File: src/rtl/led_uart_tx.sv
// led_uart_tx: serial output stage for the mini-ALU LED port.
// Bytes strobed in on iValid are buffered in a small FIFO and sent
// LSB-first as asynchronous frames (8N1, or 8E1 when LED_UART_PARITY_EN
// is defined) on oTx.
//
// Ports:
//   Clock      in   system clock, rising-edge
//   Reset      in   asynchronous active-low reset
//   iData[7:0] in   byte to send
//   iValid     in   one-cycle write strobe
//   oReady     out  FIFO not full
//   oTx        out  serial line, idles high
//   oBusy      out  frame on the line or FIFO non-empty
//   oOverflow  out  sticky: a byte was dropped on a full FIFO
//
// Optional feature macro: LED_UART_PARITY_EN (even-parity bit after bit 7).
module led_uart_tx #(
    parameter int unsigned CLKS_PER_BIT = 434,
    parameter int unsigned FIFO_DEPTH   = 4
) (
    input  logic       Clock,
    input  logic       Reset,
    input  logic [7:0] iData,
    input  logic       iValid,
    output logic       oReady,
    output logic       oTx,
    output logic       oBusy,
    output logic       oOverflow
);

    localparam int unsigned BAUD_W = (CLKS_PER_BIT > 1) ? $clog2(CLKS_PER_BIT) : 1;
    localparam int unsigned PTR_W  = $clog2(FIFO_DEPTH);
    localparam int unsigned CNT_W  = PTR_W + 1;

    typedef enum logic [2:0] {
        IDLE,
        START,
        DATA,
        STOP
`ifdef LED_UART_PARITY_EN
        , PARITY
`endif
    } state_e;

    state_e              state_q, state_d;
    logic [BAUD_W-1:0]   baud_q, baud_d;
    logic [2:0]          bit_q, bit_d;
    logic [7:0]          shift_q, shift_d;
    logic [PTR_W-1:0]    wr_ptr_q, wr_ptr_d;
    logic [PTR_W-1:0]    rd_ptr_q, rd_ptr_d;
    logic [CNT_W-1:0]    count_q, count_d;
    logic                tx_q, tx_d;
    logic                busy_q, busy_d;
    logic                ready_q, ready_d;
    logic                overflow_q, overflow_d;
`ifdef LED_UART_PARITY_EN
    logic                parity_q, parity_d;
`endif

    logic [7:0]          mem_q [FIFO_DEPTH];
    logic [7:0]          head;
    logic                push;
    logic                pop;
    logic                baud_last;
    logic                fifo_empty;

    assign head       = mem_q[rd_ptr_q];
    assign fifo_empty = (count_q == '0);
    assign baud_last  = (baud_q == BAUD_W'(CLKS_PER_BIT - 1));
    // Acceptance uses registered readiness only, so a full FIFO refuses a push
    // even when a pop happens on the same edge.
    assign push       = iValid & ready_q;

    // Next-state logic for the transmitter FSM, FIFO and output flags.
    always_comb begin
        state_d    = state_q;
        baud_d     = baud_q;
        bit_d      = bit_q;
        shift_d    = shift_q;
        pop        = 1'b0;
        wr_ptr_d   = wr_ptr_q;
        rd_ptr_d   = rd_ptr_q;
        count_d    = count_q;
        overflow_d = overflow_q | (iValid & ~ready_q);
        tx_d       = 1'b1;
`ifdef LED_UART_PARITY_EN
        parity_d   = parity_q;
`endif

        case (state_q)
            IDLE: begin
                if (!fifo_empty) begin
                    pop     = 1'b1;
                    state_d = START;
                end
            end
            START: begin
                if (baud_last) state_d = DATA;
            end
            DATA: begin
                if (baud_last) begin
                    shift_d = {1'b0, shift_q[7:1]};
                    bit_d   = bit_q + 3'd1;
                    if (bit_q == 3'd7) begin
`ifdef LED_UART_PARITY_EN
                        state_d = PARITY;
`else
                        state_d = STOP;
`endif
                    end
                end
            end
`ifdef LED_UART_PARITY_EN
            PARITY: begin
                if (baud_last) state_d = STOP;
            end
`endif
            STOP: begin
                if (baud_last) begin
                    if (!fifo_empty) begin
                        // Chain straight into the next start bit.
                        pop     = 1'b1;
                        state_d = START;
                    end else begin
                        state_d = IDLE;
                    end
                end
            end
            default: state_d = IDLE;
        endcase

        if (pop) begin
            shift_d  = head;
            bit_d    = 3'd0;
            rd_ptr_d = rd_ptr_q + PTR_W'(1);
`ifdef LED_UART_PARITY_EN
            parity_d = ^head;
`endif
        end

        if (push) wr_ptr_d = wr_ptr_q + PTR_W'(1);

        case ({push, pop})
            2'b10:   count_d = count_q + CNT_W'(1);
            2'b01:   count_d = count_q - CNT_W'(1);
            default: count_d = count_q;
        endcase

        // Baud counter restarts on every state change and rests at 0 in IDLE.
        if ((state_d != state_q) || (state_q == IDLE)) begin
            baud_d = '0;
        end else if (baud_last) begin
            baud_d = '0;
        end else begin
            baud_d = baud_q + BAUD_W'(1);
        end

        // Line level is a function of the next state so oTx is a clean flop.
        case (state_d)
            IDLE:    tx_d = 1'b1;
            START:   tx_d = 1'b0;
            DATA:    tx_d = shift_d[0];
`ifdef LED_UART_PARITY_EN
            PARITY:  tx_d = parity_d;
`endif
            STOP:    tx_d = 1'b1;
            default: tx_d = 1'b1;
        endcase

        busy_d  = (state_d != IDLE) | (count_d != '0);
        ready_d = (count_d != CNT_W'(FIFO_DEPTH));
    end

    // State and flag registers.
    always_ff @(posedge Clock or negedge Reset) begin
        if (!Reset) begin
            state_q    <= IDLE;
            baud_q     <= '0;
            bit_q      <= 3'd0;
            shift_q    <= 8'd0;
            wr_ptr_q   <= '0;
            rd_ptr_q   <= '0;
            count_q    <= '0;
            tx_q       <= 1'b1;
            busy_q     <= 1'b0;
            ready_q    <= 1'b1;
            overflow_q <= 1'b0;
`ifdef LED_UART_PARITY_EN
            parity_q   <= 1'b0;
`endif
        end else begin
            state_q    <= state_d;
            baud_q     <= baud_d;
            bit_q      <= bit_d;
            shift_q    <= shift_d;
            wr_ptr_q   <= wr_ptr_d;
            rd_ptr_q   <= rd_ptr_d;
            count_q    <= count_d;
            tx_q       <= tx_d;
            busy_q     <= busy_d;
            ready_q    <= ready_d;
            overflow_q <= overflow_d;
`ifdef LED_UART_PARITY_EN
            parity_q   <= parity_d;
`endif
        end
    end

    // FIFO storage; contents are don't-care while count is zero.
    always_ff @(posedge Clock) begin
        if (push) mem_q[wr_ptr_q] <= iData;
    end

    assign oTx       = tx_q;
    assign oBusy     = busy_q;
    assign oReady    = ready_q;
    assign oOverflow = overflow_q;

endmodule

File: config.mk
export PLATFORM = sky130hd
export DESIGN_NAME = led_uart_tx
export DESIGN_NICKNAME = d
export VERILOG_FILES = /design/src/rtl/led_uart_tx.sv
export SDC_FILE = /design/constraint.sdc
export NUM_CORES = 1
export LEC_CHECK = 0
export BUFFER_PORTS_ARGS = -buffer_cell sky130_fd_sc_hd__buf_2
export CAP_MARGIN = 20
export CORE_AREA = 2 2 87 89
export DETAILED_ROUTE_END_ITERATION = 8
export DIE_AREA = 0 0 89 91
export GPL_ROUTABILITY_DRIVEN = 0
export SLEW_MARGIN = 30
export SYNTH_ARGS = -nofsm -noshare
export SYNTH_HDL_FRONTEND = slang
export SYNTH_SLANG_ARGS = --single-unit
File: constraint.sdc
create_clock -name Clock -period 3.55 [get_ports Clock]
set_clock_uncertainty 0.15 [all_clocks]
set_input_delay 0.1775 -clock Clock [delete_from_list [all_inputs] [get_ports Clock]]
set_output_delay 0.1775 -clock Clock [all_outputs]
set_load 0.02 [all_outputs]
==> flow_summary.yaml <==
run_status:
  status: "complete, no violations"
detailed_routing:
  drc_errors: 0
  first_iter_violations: 51
  detail_route.first_pass.iterations: 4
  wl_mm: 4.57
  final_antenna_net_count: 0
  wire_per_inst_um: 14.1
  dr_total_vias: 1552
  vias_per_cell: 4.79
timing:
  setup_tns_ns: 0
  setup_viol_count_final: 0
  rsz0062_at_grt: "no"
  min_period_ns: 3.19
  slew_headroom: 0.494
  drv_slew: 0
  worst_pin_slew_ns: 0.759
  period_share: 0.898
  hold_viol_final: 0
  fmax_mhz: 314
global_routing:
  antenna_found_initial: 0
  gr-usage-all-layers: 0.131
  grt_pass1_vias: 1640
  grt_max_degree: 35
  grt_pass1_wl_mm: 7.82
  grt-ovfl-total: 0
pwr:
  power_w: 0.00230
  ir_drop_uv: 405
  p_clk_frac: 0.277
  p_leak_nw: 1.33
  power-per-cell-area_nw_per_um2: 705
  pwr-share-seq: 0.493
  p_int_w: 0.00160
  comb_power_share: 0.229
  swShare: 0.306
  p_sw_w: 0.000703
setup_path:
  cp_data_required_time_ns: 3.62
  cp.arrival_ns: 3.26
  critPathCaptureType: "flop"
  crit_path_max_fanout: 14
  path_class: "reg2reg"
  ff2ff_setup_slack_ns: 0.36
  crit_path_start_kind: "flop"
logic_synthesis:
  synthArstFlopShare: 0.515
  synth_nets: 210
  synthFlopType: "edfxtp_1"
  synth_edf_count: 32
  yosysSeqAreaShare: 0.651
  syn_inst: 189
  ys_types: 40
  syn_area_sq_um: 2790
  syn_area_per_cell_sq_um: 14.7
  ys_warn_count: 0
  ys_ff_latch: 66
floorplan:
  core-area_sq_um: 7140
  placementRows: 31
  die_w_um: 89
  start_util: 0.391
  die_y_um: 91
  pin_count: 15
  dieArea_sq_um: 8100
layout:
  layout_common_cells: "dfrtp_1, edfxtp_1, nor2_1, buf_2"
  fillerInstances: 666
  drive_above_1_share: 0.196
  seq_area_sq_um: 1810
  layout.nets: 241
  area_growth_pct: 17.1
  diodes: 0
  multi_input_area_sq_um: 928
  final_area_sq_um: 3260
cts:
  cts_tree: "built"
  insertion_delay_ns: 0.35
  root_buffer: "clkbuf_8"
  postCtsResizedCells: 0
  numClockSinks: 66
  path_clk_slew_ns: 0.08
  numCtsBuffers: 9
  cts_max_level: 3
  clk_path_buf_depth: 2
place:
  portBuffers: 14
  dp_hpwl_mm: 2.98
  place_area_sq_um: 2960
hold_path:
  min_path_type: "in2async"
flow_run:
  maxCapViolCount: 0
-- worst max-delay path: stages (launching register included) --
cell,delay (ns)
dfrtp_1,0.41
inv_1,0.07
ha_1,0.15
nand4b_1,0.13
nor2_1,0.23
o21ai_1,0.18
inv_2,0.25
ha_1,0.25
fa_1,0.42
mux2_2,0.28
nor2_1,0.12
or4b_1,0.43
-- cells in the mapped netlist (2+ instances only) --
library cell,count,share of area
dfrtp_1,32,0.29
edfxtp_1,32,0.34
nor2_1,23,0.031
xnor2_1,10,0.031
ha_1,9,0.040
mux4_2,8,0.065
a21o_1,7,0.019
a22o_1,6,0.019
inv_1,6,0.0081
nand2_1,6,0.0081
xor2_1,6,0.019
and3_1,5,0.011
nand3_1,4,0.0072
buf_2,3,0.0054
o21ai_1,3,0.0054
dfstp_2,2,0.019
mux2_2,2,0.0081
mux2i_1,2,0.0072
nor3_1,2,0.0036
-- stage by stage --
step	worst slack [ns]	cells	util	hold slack, ns
floorplan	0.520	189	-	-0.268
global route	0.0841	324	0.457	0.332
global placement	0.432	298	0.415	0.144
detailed placement	0.368	298	0.415	0.145
finish	0.361	324	0.457	0.300
CTS	0.350	324	0.457	0.307
-- flip-flops by register name, indices dropped and copies added, names as in the netlist --
register / flops
oTx: 1
baud_q: 9
mem_q: 32
rd_ptr_q: 2
count_q: 3
state_q: 3
wr_ptr_q: 2
oOverflow: 1
oBusy: 1
bit_q: 3
oReady: 1
shift_q: 8
-- kinds of logic (layout without fill, tap and decap cells) --
logic type                 count (synthesis)  after routing  share of synthesized area
DFF                                       66             66                      0.651
and+or+nand+nor                           51             51                     0.0947
AOI/OAI and AO/OA                         22             22                     0.0592
xor gates and xnor gates                  16             16                     0.0503
muxes                                     12             12                     0.0799
buffers and inverters                     11             47                     0.0162
adders and majority gates                 10             10                     0.0476
other                                      1              1                    0.00135
-- power by group through the flow --
| stage | sequential (W) | clock (W) | combinational [W] |
|---|---|---|---|
| floorplan | 0.00109 | 0 | 0.000445 |
| global placement | 0.00115 | 0 | 0.000517 |
| detailed placement | 0.00116 | 0 | 0.000527 |
| CTS | 0.00114 | 0.000658 | 0.000539 |
| global route | 0.00117 | 0.000696 | 0.000595 |
| finish | 0.00114 | 0.000639 | 0.000527 |
-- cell type report --
cell class                 count  area share
multi-input combinational    112       0.285
inverter                       7     0.00805
tap                           99      0.0380
sequential                    66       0.556
clock inverter                 7      0.0234
timing repair buffer          24      0.0521
clock buffer                   9      0.0380
-- worst paths after layout --
| check | startpoint | endpoint | cells after the start |
|---|---|---|---|
| setup / recovery | baud_q[1]$_DFF_PN0_ | oBusy$_DFF_PN0_ | 11 |
| hold / removal | Reset | baud_q[5]$_DFF_PN0_ | 2 |
| setup reg to reg | baud_q[1]$_DFF_PN0_ | oBusy$_DFF_PN0_ | 11 |
| hold reg to reg | oOverflow$_DFF_PN0_ | oOverflow$_DFF_PN0_ | 1 |
| max in group asynchronous | Reset | shift_q[5]$_DFFE_PN0P_ | 2 |
| min in group Clock | oOverflow$_DFF_PN0_ | oOverflow$_DFF_PN0_ | 1 |
-- per-layer routing --
| metal | share of wire | global-route usage |
|---|---|---|
| met5 | 0 | 0 |
| met4 | 0.023 | 0.0634 |
| met3 | 0.028 | 0.0436 |
| met1 | 0.47 | 0.169 |
| met2 | 0.48 | 0.197 |
-- repair_timing --
item,4_1_cts,5_1_grt
hold endpoints to repair,65,0
setup buffers,0,0
endpoints found under the setup margin,0,0
hold buffers,10,0
No activity file was read; power rests on OpenSTA's default activity.
